**src/rtl/minimal_dma_control_pkg.sv**
```systemverilog
// Shared definitions for the minimal DMA control/status register block:
// register offsets, bit positions, AXI response code and FSM encodings.
package minimal_dma_control_pkg;

  // Byte offsets of the four 32-bit registers
  localparam logic [3:0] OFFSET_CTRL   = 4'h0;
  localparam logic [3:0] OFFSET_ADDR   = 4'h4;
  localparam logic [3:0] OFFSET_LEN    = 4'h8;
  localparam logic [3:0] OFFSET_STATUS = 4'hC;

  // Word indices (address bits [3:2]) derived from the byte offsets
  localparam logic [1:0] IDX_CTRL   = OFFSET_CTRL[3:2];
  localparam logic [1:0] IDX_ADDR   = OFFSET_ADDR[3:2];
  localparam logic [1:0] IDX_LEN    = OFFSET_LEN[3:2];
  localparam logic [1:0] IDX_STATUS = OFFSET_STATUS[3:2];

  // CTRL bit positions
  localparam int CTRL_START_BIT  = 0;
  localparam int CTRL_IRQ_EN_BIT = 1;

  // STATUS bit positions
  localparam int STATUS_BUSY_BIT = 0;
  localparam int STATUS_DONE_BIT = 1;
  localparam int STATUS_ERR_BIT  = 2;

  // The only response this slave ever returns
  localparam logic [1:0] RESP_OKAY = 2'b00;

  typedef enum logic {
    WR_IDLE = 1'b0,
    WR_RESP = 1'b1
  } wr_state_e;

  typedef enum logic {
    RD_IDLE = 1'b0,
    RD_DATA = 1'b1
  } rd_state_e;

  // Merge new_val into old_val one byte lane at a time under strb
  function automatic logic [31:0] apply_wstrb(input logic [31:0] old_val,
                                              input logic [31:0] new_val,
                                              input logic [3:0]  strb);
    logic [31:0] merged;
    merged = old_val;
    for (int i = 0; i < 4; i++) begin
      if (strb[i]) merged[8*i +: 8] = new_val[8*i +: 8];
    end
    return merged;
  endfunction

endpackage

```
**src/rtl/minimal_dma_control_wr_join.sv**
```systemverilog
// Write-side AXI4-Lite front end: captures AW and W beats independently,
// joins them into a single write_fire strobe and runs the B response FSM.
module minimal_dma_control_wr_join
  import minimal_dma_control_pkg::*;
#(
  parameter int ADDR_W = 4,
  parameter int DATA_W = 32
) (
  input  logic                  clk,
  input  logic                  rst,
  input  logic [ADDR_W-1:0]     awaddr,
  input  logic                  awvalid,
  output logic                  awready,
  input  logic [DATA_W-1:0]     wdata,
  input  logic [DATA_W/8-1:0]   wstrb,
  input  logic                  wvalid,
  output logic                  wready,
  output logic [1:0]            bresp,
  output logic                  bvalid,
  input  logic                  bready,
  output logic                  write_fire,
  output logic [ADDR_W-1:0]     write_addr,
  output logic [DATA_W-1:0]     write_data,
  output logic [DATA_W/8-1:0]   write_strb
);

  wr_state_e             wr_state_q, wr_state_d;
  logic                  aw_held_q, aw_held_d;
  logic                  w_held_q, w_held_d;
  logic [ADDR_W-1:0]     awaddr_q, awaddr_d;
  logic [DATA_W-1:0]     wdata_q, wdata_d;
  logic [DATA_W/8-1:0]   wstrb_q, wstrb_d;
  logic                  awready_q, awready_d;
  logic                  wready_q, wready_d;
  logic                  bvalid_q, bvalid_d;
  logic                  aw_hs, w_hs;

  assign awready = awready_q;
  assign wready  = wready_q;
  assign bvalid  = bvalid_q;
  assign bresp   = RESP_OKAY;

  // Join: a beat counts as present if it is held or handshaking right now,
  // so the second beat to arrive fires the write on its own handshake edge
  always_comb begin
    aw_hs      = awvalid && awready_q;
    w_hs       = wvalid && wready_q;
    write_fire = (wr_state_q == WR_IDLE) && (aw_held_q || aw_hs) && (w_held_q || w_hs);
    write_addr = aw_held_q ? awaddr_q : awaddr;
    write_data = w_held_q ? wdata_q : wdata;
    write_strb = w_held_q ? wstrb_q : wstrb;
  end

  // Next-state logic: capture beats in idle, respond, then reopen both channels
  always_comb begin
    wr_state_d = wr_state_q;
    aw_held_d  = aw_held_q;
    w_held_d   = w_held_q;
    awaddr_d   = awaddr_q;
    wdata_d    = wdata_q;
    wstrb_d    = wstrb_q;
    awready_d  = awready_q;
    wready_d   = wready_q;
    bvalid_d   = bvalid_q;
    case (wr_state_q)
      WR_IDLE: begin
        if (aw_hs) begin
          aw_held_d = 1'b1;
          awaddr_d  = awaddr;
          awready_d = 1'b0;
        end
        if (w_hs) begin
          w_held_d = 1'b1;
          wdata_d  = wdata;
          wstrb_d  = wstrb;
          wready_d = 1'b0;
        end
        if (write_fire) begin
          wr_state_d = WR_RESP;
          aw_held_d  = 1'b0;
          w_held_d   = 1'b0;
          awready_d  = 1'b0;
          wready_d   = 1'b0;
          bvalid_d   = 1'b1;
        end
      end
      WR_RESP: begin
        if (bready) begin
          wr_state_d = WR_IDLE;
          awready_d  = 1'b1;
          wready_d   = 1'b1;
          bvalid_d   = 1'b0;
        end
      end
      default: wr_state_d = WR_IDLE;
    endcase
  end

  // State and registered handshake outputs; reset drops any in-flight beat
  always_ff @(posedge clk or posedge rst) begin
    if (rst) begin
      wr_state_q <= WR_IDLE;
      aw_held_q  <= 1'b0;
      w_held_q   <= 1'b0;
      awaddr_q   <= '0;
      wdata_q    <= '0;
      wstrb_q    <= '0;
      awready_q  <= 1'b1;
      wready_q   <= 1'b1;
      bvalid_q   <= 1'b0;
    end else begin
      wr_state_q <= wr_state_d;
      aw_held_q  <= aw_held_d;
      w_held_q   <= w_held_d;
      awaddr_q   <= awaddr_d;
      wdata_q    <= wdata_d;
      wstrb_q    <= wstrb_d;
      awready_q  <= awready_d;
      wready_q   <= wready_d;
      bvalid_q   <= bvalid_d;
    end
  end

endmodule

```
**src/rtl/minimal_dma_control_regs.sv**
```systemverilog
// AXI4-Lite control/status register file for the minimal DMA controller.
// Holds CTRL/ADDR/LEN/STATUS, issues dma_start pulses and folds DMA
// completion and start-while-busy errors into a sticky W1C status word.
module minimal_dma_control_regs
  import minimal_dma_control_pkg::*;
#(
  parameter int C_S_AXI_DATA_WIDTH = 32,
  parameter int C_S_AXI_ADDR_WIDTH = 4
) (
  input  logic                            S_AXI_ACLK,
  input  logic                            S_AXI_ARESET,
  input  logic [C_S_AXI_ADDR_WIDTH-1:0]   S_AXI_AWADDR,
  input  logic [2:0]                      S_AXI_AWPROT,
  input  logic                            S_AXI_AWVALID,
  output logic                            S_AXI_AWREADY,
  input  logic [C_S_AXI_DATA_WIDTH-1:0]   S_AXI_WDATA,
  input  logic [C_S_AXI_DATA_WIDTH/8-1:0] S_AXI_WSTRB,
  input  logic                            S_AXI_WVALID,
  output logic                            S_AXI_WREADY,
  output logic [1:0]                      S_AXI_BRESP,
  output logic                            S_AXI_BVALID,
  input  logic                            S_AXI_BREADY,
  input  logic [C_S_AXI_ADDR_WIDTH-1:0]   S_AXI_ARADDR,
  input  logic [2:0]                      S_AXI_ARPROT,
  input  logic                            S_AXI_ARVALID,
  output logic                            S_AXI_ARREADY,
  output logic [C_S_AXI_DATA_WIDTH-1:0]   S_AXI_RDATA,
  output logic [1:0]                      S_AXI_RRESP,
  output logic                            S_AXI_RVALID,
  input  logic                            S_AXI_RREADY,
  output logic                            dma_start,
  output logic [31:0]                     dma_addr,
  output logic [31:0]                     dma_len,
  input  logic                            dma_busy,
  input  logic                            dma_done
);

  logic                            write_fire;
  logic [C_S_AXI_ADDR_WIDTH-1:0]   wr_addr;
  logic [C_S_AXI_DATA_WIDTH-1:0]   wr_data;
  logic [C_S_AXI_DATA_WIDTH/8-1:0] wr_strb;

  logic        irq_en_q, irq_en_d;
  logic [31:0] addr_q, addr_d;
  logic [31:0] len_q, len_d;
  logic        done_q, done_d;
  logic        err_q, err_d;
  logic        dma_start_q, dma_start_d;
  logic        done_clr, err_clr, err_set;

  rd_state_e   rd_state_q, rd_state_d;
  logic        arready_q, arready_d;
  logic        rvalid_q, rvalid_d;
  logic [31:0] rdata_q, rdata_d;
  logic [31:0] read_word;

  logic        unused_bits;

  assign unused_bits = ^{S_AXI_AWPROT, S_AXI_ARPROT, S_AXI_ARADDR[1:0], wr_addr[1:0]};

  minimal_dma_control_wr_join #(
    .ADDR_W (C_S_AXI_ADDR_WIDTH),
    .DATA_W (C_S_AXI_DATA_WIDTH)
  ) u_wr_join (
    .clk        (S_AXI_ACLK),
    .rst        (S_AXI_ARESET),
    .awaddr     (S_AXI_AWADDR),
    .awvalid    (S_AXI_AWVALID),
    .awready    (S_AXI_AWREADY),
    .wdata      (S_AXI_WDATA),
    .wstrb      (S_AXI_WSTRB),
    .wvalid     (S_AXI_WVALID),
    .wready     (S_AXI_WREADY),
    .bresp      (S_AXI_BRESP),
    .bvalid     (S_AXI_BVALID),
    .bready     (S_AXI_BREADY),
    .write_fire (write_fire),
    .write_addr (wr_addr),
    .write_data (wr_data),
    .write_strb (wr_strb)
  );

  assign dma_start     = dma_start_q;
  assign dma_addr      = addr_q;
  assign dma_len       = len_q;
  assign S_AXI_ARREADY = arready_q;
  assign S_AXI_RVALID  = rvalid_q;
  assign S_AXI_RDATA   = rdata_q;
  assign S_AXI_RRESP   = RESP_OKAY;

  // Register updates on write_fire; dma_done set takes priority over a W1C clear
  always_comb begin
    irq_en_d    = irq_en_q;
    addr_d      = addr_q;
    len_d       = len_q;
    dma_start_d = 1'b0;
    done_clr    = 1'b0;
    err_clr     = 1'b0;
    err_set     = 1'b0;
    if (write_fire) begin
      case (wr_addr[3:2])
        IDX_CTRL: begin
          if (wr_strb[0]) begin
            irq_en_d = wr_data[CTRL_IRQ_EN_BIT];
            if (wr_data[CTRL_START_BIT]) begin
              if (dma_busy) err_set = 1'b1;
              else          dma_start_d = 1'b1;
            end
          end
        end
        IDX_ADDR: addr_d = apply_wstrb(addr_q, wr_data, wr_strb);
        IDX_LEN:  len_d  = apply_wstrb(len_q, wr_data, wr_strb);
        IDX_STATUS: begin
          if (wr_strb[0]) begin
            done_clr = wr_data[STATUS_DONE_BIT];
            err_clr  = wr_data[STATUS_ERR_BIT];
          end
        end
        default: ;
      endcase
    end
    done_d = (done_q && !done_clr) || dma_done;
    err_d  = (err_q && !err_clr) || err_set;
  end

  // Read mux from the current (pre-write) register values and live busy
  always_comb begin
    read_word = '0;
    case (S_AXI_ARADDR[3:2])
      IDX_CTRL:   read_word[CTRL_IRQ_EN_BIT] = irq_en_q;
      IDX_ADDR:   read_word = addr_q;
      IDX_LEN:    read_word = len_q;
      IDX_STATUS: begin
        read_word[STATUS_BUSY_BIT] = dma_busy;
        read_word[STATUS_DONE_BIT] = done_q;
        read_word[STATUS_ERR_BIT]  = err_q;
      end
      default: read_word = '0;
    endcase
  end

  // Read FSM: accept one AR, present latched data until RREADY
  always_comb begin
    rd_state_d = rd_state_q;
    arready_d  = arready_q;
    rvalid_d   = rvalid_q;
    rdata_d    = rdata_q;
    case (rd_state_q)
      RD_IDLE: begin
        if (S_AXI_ARVALID && arready_q) begin
          rd_state_d = RD_DATA;
          arready_d  = 1'b0;
          rvalid_d   = 1'b1;
          rdata_d    = read_word;
        end
      end
      RD_DATA: begin
        if (S_AXI_RREADY) begin
          rd_state_d = RD_IDLE;
          arready_d  = 1'b1;
          rvalid_d   = 1'b0;
        end
      end
      default: rd_state_d = RD_IDLE;
    endcase
  end

  // Register file, start pulse and read channel state
  always_ff @(posedge S_AXI_ACLK or posedge S_AXI_ARESET) begin
    if (S_AXI_ARESET) begin
      irq_en_q    <= 1'b0;
      addr_q      <= '0;
      len_q       <= '0;
      done_q      <= 1'b0;
      err_q       <= 1'b0;
      dma_start_q <= 1'b0;
      rd_state_q  <= RD_IDLE;
      arready_q   <= 1'b1;
      rvalid_q    <= 1'b0;
      rdata_q     <= '0;
    end else begin
      irq_en_q    <= irq_en_d;
      addr_q      <= addr_d;
      len_q       <= len_d;
      done_q      <= done_d;
      err_q       <= err_d;
      dma_start_q <= dma_start_d;
      rd_state_q  <= rd_state_d;
      arready_q   <= arready_d;
      rvalid_q    <= rvalid_d;
      rdata_q     <= rdata_d;
    end
  end

endmodule
```
**config.mk**
```make
export PLATFORM = sky130hd
export DESIGN_NAME = minimal_dma_control_regs
export DESIGN_NICKNAME = d
export VERILOG_FILES = /design/src/rtl/minimal_dma_control_pkg.sv /design/src/rtl/minimal_dma_control_wr_join.sv /design/src/rtl/minimal_dma_control_regs.sv
export SDC_FILE = /design/constraint.sdc
export NUM_CORES = 1
export LEC_CHECK = 0
export CAP_MARGIN = 10
export CORE_ASPECT_RATIO = 2
export CORE_MARGIN = 4
export CORE_UTILIZATION = 49
export CTS_CLUSTER_SIZE = 10
export DETAILED_ROUTE_END_ITERATION = 12
export GPL_TIMING_DRIVEN = 1
export PLACE_DENSITY = 0.8
export SLEW_MARGIN = 25
export SYNTH_ARGS = -nofsm -noshare
export SYNTH_HDL_FRONTEND = slang
export SYNTH_SLANG_ARGS = --single-unit
```
**constraint.sdc**
```tcl
create_clock -name S_AXI_ACLK -period 5.85 [get_ports S_AXI_ACLK]
set_input_delay 0.585 -clock S_AXI_ACLK [delete_from_list [all_inputs] [get_ports S_AXI_ACLK]]
set_output_delay 0.585 -clock S_AXI_ACLK [all_outputs]
set_load 0.1 [all_outputs]
```
After elaboration in Yosys (flattened, before gate mapping)
Index checks and enable logic that the tools add are counted.
{"block": "classes", "n_mux": 49, "bitwise": 2, "eq_ne": 12, "reduce_logical": 35}
{"operator": "$pmux W29 S2", "n": 1}
{"operator": "$mux W1", "n": 35}
{"operator": "$mux W32", "n": 1}
{"operator": "$reduce_and A3 Y1", "n": 9}
{"operator": "$reduce_and A2 Y1", "n": 9}
{"operator": "$pmux W1 S2", "n": 7}
{"operator": "$eq A2 B2 Y1 const B", "n": 4}
{"operator": "$mux W4", "n": 2}
{"operator": "$logic_and A1 B1 Y1", "n": 7}
{"operator": "$ne A2 B2 Y1 const B", "n": 3}
{"operator": "$ne A3 B1 Y1 const B", "n": 2}
{"operator": "$pmux W1 S3", "n": 2}
{"operator": "$eq A2 B1 Y1 const B", "n": 2}
{"operator": "$logic_not A2 Y1", "n": 2}
{"operator": "$logic_or A1 B1 Y1", "n": 4}
{"operator": "$pmux W1 S4", "n": 1}
{"operator": "$reduce_bool A2 Y1", "n": 2}
{"operator": "$logic_not A1 Y1", "n": 2}
{"operator": "$ne A2 B1 Y1 const B", "n": 1}
{"operator": "$not A1 Y1", "n": 2}
{"block": "word_totals", "reg_bits": 149, "in_bits": 59, "output_inout_bits": 106, "wordCells": 123}

Logic depth before layout (Yosys ltp)
Gate-level depths: netlist (run 1).
{"block": "logic_depth", "depth_word": 8, "ltp_mapped": 6, "ltp_nobuf": 6}

By module
From an unflattened synthesis (run 1), not the netlist that was laid out.
{"block": "unflattened", "hier_cells": 482, "area_unflattened_um2": 6961.7}
{"mod": "minimal_dma_control_regs", "cells_each": 321, "area_per_inst_um2": 4544.4, "instances": 1, "seq_area_each_um2": 2578.7}
{"mod": "minimal_dma_control_wr_join", "cells_each": 161, "area_per_inst_um2": 2417.3, "instances": 1, "seq_area_each_um2": 1153.6}

Worst setup path before layout (run 1)
Ideal clock, no wire load.
{"block": "synth_path", "path_kind": "reg2reg", "startpoint": "register u_wr_join.wready_q, in the netlist u_wr_join.wready", "endpoint": "register len_q[12], in the netlist dma_len[12]", "arrival_time_ns": 2.092, "setup_slack_ns": 3.630, "t_required_ns": 5.722, "setup_ns": 0.128, "period_less_slack_ns": 2.220, "n_path_buf": 0, "path_stages_with_launch": 5, "path_cell_list": "dfstp_2 > a21oi_1 > a211oi_4 > nand2_4 > mux2_1"}
{"block": "synth_between", "elab_chain_cells": 4}
{"element": "start: declaration", "line_no": "minimal_dma_control_wr_join.sv:34", "source": "logic wready_q, wready_d;"}
{"element": "start signal: assignment", "line_no": "minimal_dma_control_wr_join.sv:119", "source": "wready_q <= wready_d;"}
{"element": "$logic_and A1 B1 Y1", "line_no": "minimal_dma_control_wr_join.sv:47", "source": "w_hs = wvalid && wready_q;"}
{"element": "$logic_or A1 B1 Y1", "line_no": "minimal_dma_control_wr_join.sv:48", "source": "write_fire = (wr_state_q == WR_IDLE) && (aw_held_q || aw_hs) && (w_held_q || w_hs);"}
{"element": "$logic_and A1 B1 Y1", "line_no": "minimal_dma_control_wr_join.sv:48"}
{"element": "$reduce_and A3 Y1 (no line)"}
{"element": "end signal: assignment", "line_no": "minimal_dma_control_regs.sv:184", "source": "len_q <= len_d;"}
{"element": "end: declaration", "line_no": "minimal_dma_control_regs.sv:45", "source": "logic [31:0] len_q, len_d;"}
No other way between the ends.
A chain may end at the register's enable or synchronous reset.

Final worst setup path (run 1)
{"block": "layout_path", "startpoint": "register u_wr_join.w_held_q", "endpoint": "register irq_en_q"}
{"block": "layout_between", "elab_chain_cells": 3, "word_cells_on_any_way": 5, "classes_between": "mux (2); reduce/logical (3)"}
{"element": "start: declaration", "line_no": "minimal_dma_control_wr_join.sv:29", "source": "logic w_held_q, w_held_d;"}
{"element": "start signal: assignment", "line_no": "minimal_dma_control_wr_join.sv:114", "source": "w_held_q <= w_held_d;"}
{"element": "$logic_or A1 B1 Y1", "line_no": "minimal_dma_control_wr_join.sv:48"}
{"element": "$logic_and A1 B1 Y1", "line_no": "minimal_dma_control_wr_join.sv:48"}
{"element": "$reduce_and A3 Y1 (no line)"}
{"element": "end signal: assignment", "line_no": "minimal_dma_control_regs.sv:182", "source": "irq_en_q <= irq_en_d;"}
{"element": "end: declaration", "line_no": "minimal_dma_control_regs.sv:43", "source": "logic irq_en_q, irq_en_d;"}
Parallel ways exist; a longest one is shown, timed or not.

==> impl_summary.log, run 1 <==
[metrics] mean number of vias per cell: 5.81
[metrics] cell area after layout: just under 9000 sq um
[metrics] crit path max-delay cell type: sky130_fd_sc_hd__dfrtp_2
[metrics] clock input transition at the sequential cells of the worst setup and hold paths: 0.06 ns
[metrics] routed metal-1 wire length: between 5000 and 6000 um
[metrics] critical-path maximum fanout: 38
[metrics] Largest stage delay, worst path: roughly 1.1 ns
[metrics] via count of the first global-routing pass: roughly 5000
[metrics] maximum number of pins on one net before global-route repair: slightly above 80
[metrics] data required time at the worst endpoint: about 6.2 ns
[metrics] count of instances resized after the clock tree is built: 0
[metrics] sequential cell area fraction in the yosys report: a little under three fifths
[metrics] Synth Cell Area: 6470 sq um
[metrics] detailed route wirelength on metal3: 698 um
[metrics] Clock Tree Buf Depth: 2
[metrics] clock tree root buffer cell: sky130_fd_sc_hd__clkbuf_16
[metrics] Final Hold Vio Count: 0
[metrics] die footprint: between 15000 and 20000 sq um
[metrics] final-report max-slew violation count: 0
[metrics] TritonCTS clock tree: yes
[metrics] GRT Total Usage: between 20 and 25%
[metrics] Area growth, synth to finish: 34.2%
[metrics] worst min-delay path category: reg -> reg
[metrics] highest-count cells in the layout ignoring fill and taps: 150 x sky130_fd_sc_hd__clkdlybuf4s50_1, 143 x sky130_fd_sc_hd__dfrtp_1, 131 x sky130_fd_sc_hd__mux2_2, 36 x sky130_fd_sc_hd__nor2_1, 30 x sky130_fd_sc_hd__a22oi_1
[metrics] fin util: about 67%
[metrics] transition time at the pin with the least slew margin: around 1.1 ns
[metrics] number of buffers added for setup after CTS: 0
[metrics] ratio of final minimum period to clock period: 47.2%
[metrics] library cells used by synthesis: 34
[metrics] Remaining DRCs: 0
[metrics] Total Power: 4.92 mW
[metrics] number of buffers created by CTS: 17
[metrics] count of vias placed by the detailed router: between 4000 and 5000
[metrics] worst setup path category: reg -> reg
[metrics] final critical delay including setup and external delays: approximately 2.8 ns
[metrics] area of the core region: 13000 sq um
[metrics] gr ovfl total: 0
[metrics] most common library cell in the layout ignoring fill and taps: sky130_fd_sc_hd__clkdlybuf4s50_1
[metrics] pwr dens: approximately 570 nW/um^2
[metrics] highest metal layer with signal wires: met5
[metrics] standard cell area after detailed placement: between 8000 and 9000 sq um
[metrics] Static Leakage: 3.84 nW
[metrics] count of buffers inserted at the top-level ports: 150
[metrics] CTS Hold Buffers Added: 0
[metrics] number of H-tree branching levels: 4
[metrics] first-pass GRT wire length: approximately 26000 um
[metrics] flop and latch count out of synthesis: 147
[metrics] remaining number of nets flagged by the antenna check after routing: 0
[metrics] number of top-level design ports: 165
[metrics] WP data arrival: approximately 3.1 ns
[metrics] die boundary height: 171 um
[metrics] Placement Rows: 59
[metrics] Die W: about 89 um
[metrics] status: finished clean
[metrics] Placer Congestion: about 0.86
[metrics] length of routed met2 wiring: approximately 9100 um
[metrics] worst slack at placement: around 3 ns
[metrics] Post-Route Setup TNS: 0 ns
[metrics] drt first-iter violations: ~290
[metrics] VDD IR-drop max: 0.574 mV
[metrics] iteration count of the initial detailed-routing pass: 5
[metrics] Setup WS post-layout: 3.09 ns
[metrics] worst slew margin relative to its limit: between 20% and 30%
[metrics] initial cell density of the core: between 40% and 50%
[metrics] overall routed net length: 16500 um
[metrics] Final Setup Violations: 0
[metrics] worst path bufs/invs: 0
[metrics] half-perimeter wire length after placement: about 12000 um
[metrics] fillers: between 900 and 1000
[metrics] clk sink count: between 100 and 150
[metrics] Critical Path Start Type: flop
[metrics] layout cell share with drive strength beyond 1: approximately 29%
[metrics] highest clock rate: roughly 0.36 GHz
[metrics] cells traversed along the worst timing path: a21oi_1 -> nor4_1 -> o21ai_0 -> mux2_2
[metrics] final net count: 691
[metrics] Clk Latency, worst-skew pair: a little over 0.4 ns
[metrics] routed wirelength normalized by instance count: 20.8 um
[metrics] Max Cap Violations: 0
[metrics] syn avg cell area: between 10 and 15 sq um
[metrics] initial antenna violation count: 2
[metrics] clock skew: between 0.01 and 0.015 ns
[metrics] gate count after technology mapping: between 400 and 500
[metrics] number of warnings printed during yosys synthesis: 0
[metrics] setup repair after global routing missed its margin: no
[metrics] CP endpoint kind: flop
[metrics] Top Family by Delay on Critical Path: flip-flops
routing by layer:
| layer | GRT usage (%) | vias up |
|---|---|---|
| met5 | 0 | - |
| met4 | 13.3 | 2 |
| met3 | 4.29 | 47 |
| met2 | 39.5 | 169 |
| met1 | 24.2 | 2341 |
| li1 | - | 2051 |
cell usage after synthesis, drive strengths merged:
cell type,count,area (sq um)
or3b,2,20.0
nand3,4,20.0
conb,1,3.75
mux2,135,1520
inv,9,33.8
a22o,29,254
a21oi,6,30.0
nand2b,2,12.5
a222oi,3,30.0
a211oi,2,40.0
clkbuf,16,60.1
nor2,36,135
buf,14,78.8
nor3b,1,7.51
ha,4,50.1
dfstp,3,78.8
o31ai,2,15.0
mux2i,4,40.0
nor4,1,6.26
nand2,15,96.3
nor3,3,15.0
dfrtp,144,3600
o21ai,7,35.0
a22oi,30,225
o2bb2ai,1,8.76
nand3b,4,30.0
a21o,3,22.5
per-stage QoR:
stage | hold WS, ns | std cells
after floorplan | 0.449 | 484
after global placement | 0.464 | 761
after detailed placement | 0.474 | 761
after CTS | 0.490 | 793
after global routing | 0.507 | 794
final | 0.487 | 794
final cells by class:
cell class / count / area [sq um] / share of cell area (%)
Timing Repair Buffer: 155 / 1540 / 17.7
Clock buffer: 21 / 470 / 5.41
Multi-Input combinational cell: 298 / 2640 / 30.3
Antenna cell: 1 / 2.50 / 0.0288
Sequential cell: 147 / 3680 / 42.4
Inverter: 9 / 38.8 / 0.446
Tap cell: 152 / 190 / 2.19
Clock inverter: 11 / 128 / 1.47
final timing paths:
check,slack [ns],cells past startpoint,startpoint,end
max,3.09,4,u_wr_join.w_held_q$_DFFE_PP0P_,irq_en_q$_DFFE_PP0P_
min in group asynchronous,0.68,2,S_AXI_ARESET,u_wr_join.wdata_q[18]$_DFFE_PP0P_
min reg2reg,0.49,1,done_q$_DFF_PP0_,done_q$_DFF_PP0_
max in group asynchronous,3.81,3,S_AXI_ARESET,u_wr_join.wdata_q[7]$_DFFE_PP0P_
max reg2reg,3.09,4,u_wr_join.w_held_q$_DFFE_PP0P_,irq_en_q$_DFFE_PP0P_
min,0.49,1,done_q$_DFF_PP0_,done_q$_DFF_PP0_
logic make-up after synthesis:
group	Yosys count	share of synthesized area, %
compound gates	83	10.2
simple gates	68	5.30
flops	147	56.9
other cells	1	0.0579
mux	139	24.1
fa+ha+maj	4	0.773
buf+inv	39	2.67
power breakdown:
| group | internal [mW] | total (mW) | switching [mW] |
|---|---|---|---|
| combinational | 0.709 | 2.25 | 1.54 |
| clock | 0.664 | 1.08 | 0.414 |
| sequential | 1.33 | 1.59 | 0.266 |
| total | 2.70 | 4.92 | 2.22 |
registers in the layout, summed over array words and instances, names as in the netlist:
register,cells
S_AXI_ARREADY,1
S_AXI_RDATA,32
S_AXI_RVALID,1
dma_addr,32
dma_len,32
dma_start,1
done_q,1
err_q,1
irq_en_q,1
rd_state_q,1
u_wr_join.aw_held_q,1
u_wr_join.awaddr_q,2
u_wr_join.awready,1
u_wr_join.bvalid,1
u_wr_join.w_held_q,1
u_wr_join.wdata_q,32
u_wr_join.wr_state_q,1
u_wr_join.wready,1
u_wr_join.wstrb_q,4
Power figures use the tool's default switching activity.
==> run 2, diff against run 1 <==
==> constraint.sdc (replaced) <==
create_clock -name S_AXI_ACLK -period 2.8 [get_ports S_AXI_ACLK]
set_input_delay 0.28 -clock S_AXI_ACLK [delete_from_list [all_inputs] [get_ports S_AXI_ACLK]]
set_output_delay 0.28 -clock S_AXI_ACLK [all_outputs]
set_load 0.1 [all_outputs]
==> impl_summary.log, run 2 (same netlist as run 1, synthesis figures left out) <==
[metrics] Critical Path Start Type: flop (unchanged)
[metrics] status: finished clean (unchanged)
[metrics] pwr dens: 1210 nW/um^2 (was 566 nW/um^2)
[metrics] initial antenna violation count: 0 (was 2)
[metrics] count of instances resized after the clock tree is built: 0 (unchanged)
[metrics] layout cell share with drive strength beyond 1: 45.3% (was 28.9%)
[metrics] GRT Total Usage: 22.3% (was 22.5%)
[metrics] clk sink count: 147 (unchanged)
[metrics] TritonCTS clock tree: yes (unchanged)
[metrics] Final Setup Violations: 0 (unchanged)
[metrics] Static Leakage: 4.07 nW (was 3.84 nW)
[metrics] final-report max-slew violation count: 0 (unchanged)
[metrics] die boundary height: 171 um (unchanged)
[metrics] mean number of vias per cell: 5.74 (was 5.81)
[metrics] Top Family by Delay on Critical Path: simple AND/OR/NAND/NOR gates (was flip-flops)
[metrics] Worst Hold Margin: 0.224 ns (was 0.487 ns)
[metrics] Die W: 89.3 um (unchanged)
[metrics] maximum number of pins on one net before global-route repair: 79 (was 81)
[metrics] iteration count of the initial detailed-routing pass: 4 (was 5)
[metrics] remaining number of nets flagged by the antenna check after routing: 0 (unchanged)
[metrics] Final Hold Vio Count: 0 (unchanged)
[metrics] worst path bufs/invs: 0 (unchanged)
[metrics] worst slew margin relative to its limit: 50.0% (was 28.7%)
[metrics] drt first-iter violations: 207 (was 288)
[metrics] die footprint: 15200 sq um (unchanged)
[metrics] area of the core region: 13000 sq um (unchanged)
[metrics] Remaining DRCs: 0 (unchanged)
[metrics] gr ovfl total: 0 (unchanged)
[metrics] final critical delay including setup and external delays: 2.11 ns (was 2.76 ns)
[metrics] Post-Route Setup TNS: 0 ns (unchanged)
[metrics] CP endpoint kind: flop (unchanged)
[metrics] highest clock rate: 0.475 GHz (was 0.362 GHz)
[metrics] Placement Rows: 59 (unchanged)
[metrics] count of vias placed by the detailed router: 4573 (was 4610)
[metrics] via count of the first global-routing pass: 4957 (was 5016)
[metrics] Clk Latency, worst-skew pair: 0.42 ns (was 0.41 ns)
[metrics] most common library cell in the layout ignoring fill and taps: sky130_fd_sc_hd__dfrtp_1 (was sky130_fd_sc_hd__clkdlybuf4s50_1)
[metrics] final net count: 695 (was 691)
[metrics] ratio of final minimum period to clock period: 75.2% (was 47.2%)
[metrics] setup repair after global routing missed its margin: no (unchanged)
[metrics] number of H-tree branching levels: 4 (unchanged)
[metrics] data required time at the worst endpoint: 3.10 ns (was 6.15 ns)
[metrics] number of buffers added for setup after CTS: 0 (unchanged)
[metrics] initial cell density of the core: 49.8% (unchanged)
[metrics] cells traversed along the worst timing path: or3b_4 -> a211oi_4 -> nand2_4 -> mux2_1 (was a21oi_1 -> nor4_1 -> o21ai_0 -> mux2_2)
[metrics] half-perimeter wire length after placement: 11600 um (was 11500 um)
[metrics] crit path max-delay cell type: sky130_fd_sc_hd__a211oi_4 (was sky130_fd_sc_hd__dfrtp_2)
[metrics] Area growth, synth to finish: 31.4% (was 34.2%)
[metrics] Clock Tree Buf Depth: 2 (unchanged)
[metrics] worst setup path category: reg -> reg (unchanged)
[metrics] clock tree root buffer cell: sky130_fd_sc_hd__clkbuf_16 (unchanged)
[metrics] highest-count cells in the layout ignoring fill and taps: 143 x sky130_fd_sc_hd__dfrtp_1, 131 x sky130_fd_sc_hd__mux2_2, 109 x sky130_fd_sc_hd__buf_4, 48 x sky130_fd_sc_hd__clkdlybuf4s50_1, 36 x sky130_fd_sc_hd__nor2_1 (was 150 x sky130_fd_sc_hd__clkdlybuf4s50_1, 143 x sky130_fd_sc_hd__dfrtp_1, 131 x sky130_fd_sc_hd__mux2_2, 36 x sky130_fd_sc_hd__nor2_1, 30 x sky130_fd_sc_hd__a22oi_1)
[metrics] CTS Hold Buffers Added: 0 (unchanged)
[metrics] routed wirelength normalized by instance count: 20.3 um (was 20.8 um)
[metrics] transition time at the pin with the least slew margin: 0.750 ns (was 1.07 ns)
[metrics] total inserted antenna cells: 0 (was 1)
[metrics] Max Cap Violations: 0 (unchanged)
[metrics] clock skew: 0.00917 ns (was 0.0100 ns)
[metrics] overall routed net length: 16200 um (was 16500 um)
[metrics] first-pass GRT wire length: 25500 um (was 25900 um)
[metrics] VDD IR-drop max: 1.13 mV (was 0.574 mV)
[metrics] WP data arrival: 2.40 ns (was 3.06 ns)
[metrics] number of top-level design ports: 165 (unchanged)
[metrics] fillers: 975 (was 953)
[metrics] worst min-delay path category: in -> async (was reg -> reg)
[metrics] Placer Congestion: 0.855 (was 0.856)
[metrics] critical-path maximum fanout: 9 (was 38)
[metrics] count of buffers inserted at the top-level ports: 150 (unchanged)
[metrics] number of buffers created by CTS: 17 (unchanged)
[metrics] Largest stage delay, worst path: 0.54 ns (was 1.07 ns)
[metrics] clock input transition at the sequential cells of the worst setup and hold paths: 0.07 ns (was 0.06 ns)
==> run 2: changes by cell type in the layout (fill, tap and decap cells not counted), moves of 2 or more <==
| cell | previous run | this run |
|---|---|---|
| sky130_fd_sc_hd__buf_12 | 0 | 2 |
| sky130_fd_sc_hd__buf_4 | 5 | 109 |
| sky130_fd_sc_hd__clkbuf_8 | 3 | 0 |
| sky130_fd_sc_hd__clkdlybuf4s50_1 | 150 | 48 |
| sky130_fd_sc_hd__inv_6 | 2 | 5 |
| sky130_fd_sc_hd__inv_8 | 0 | 2 |
==> run 2: power by group <==
group          switching (mW)  internal (mW)  total (mW)
Combinational            3.32           1.39        4.71
Sequential              0.443           2.77        3.22
Clock                   0.937           1.43        2.37
==> run 2: worst register-to-register path, cell delays in order, from the launching register on <==
cell                       delay (ns)
sky130_fd_sc_hd__dfrtp_1         0.46
sky130_fd_sc_hd__or3b_4          0.44
sky130_fd_sc_hd__a211oi_4        0.54
sky130_fd_sc_hd__nand2_4         0.20
sky130_fd_sc_hd__mux2_1          0.36
==> run 2: per-layer routing <==
layer / vias up / wire (um) / global-route usage (%)
met2: 158 / 9130 / 40.1
met3: 50 / 789 / 4.39
li1: 2046 / - / -
met1: 2319 / 5560 / 23.8
met5: - / 0 / 0
met4: 0 / 721 / 11.4
==> run 2: layout make-up <==
type                            instances  area [sq um]  area share [%]
Multi-Input combinational cell        298          2640            31.0
Sequential cell                       147          3680            43.3
Timing Repair Buffer                  159          1340            15.7
Clock inverter                         15           195            2.29
Clock buffer                           17           425            5.00
Tap cell                              152           190            2.24
Inverter                                9          37.5           0.441
==> run 2: metrics by stage <==
stage	area, sq um	util, %	instances	total power [mW]	worst slack [ns]
after global routing	8510	65.5	797	10.7	0.495
final	8510	65.5	797	10.3	0.694
after global placement	7880	60.7	765	7.86	0.366
after detailed placement	7880	60.7	765	7.98	0.297
after floorplan	6490	-	484	6.90	0.580
after CTS	8500	65.5	797	10.4	0.652
==> run 2: final timing paths <==
kind	startpoint	end	slack, ns	cells after the start
setup / recovery	u_wr_join.aw_held_q$_DFFE_PP0P_	dma_len[8]$_DFFE_PP0P_	0.69	4
hold / removal	S_AXI_ARESET	S_AXI_RDATA[20]$_DFFE_PP0P_	0.22	2
setup reg to reg	u_wr_join.aw_held_q$_DFFE_PP0P_	dma_len[8]$_DFFE_PP0P_	0.69	4
hold reg to reg	done_q$_DFF_PP0_	done_q$_DFF_PP0_	0.48	1
max in group asynchronous	S_AXI_ARESET	S_AXI_ARREADY$_DFFE_PP1P_	1.79	3
min in group S_AXI_ACLK	S_AXI_ARVALID	S_AXI_ARREADY$_DFFE_PP1P_	0.46	2
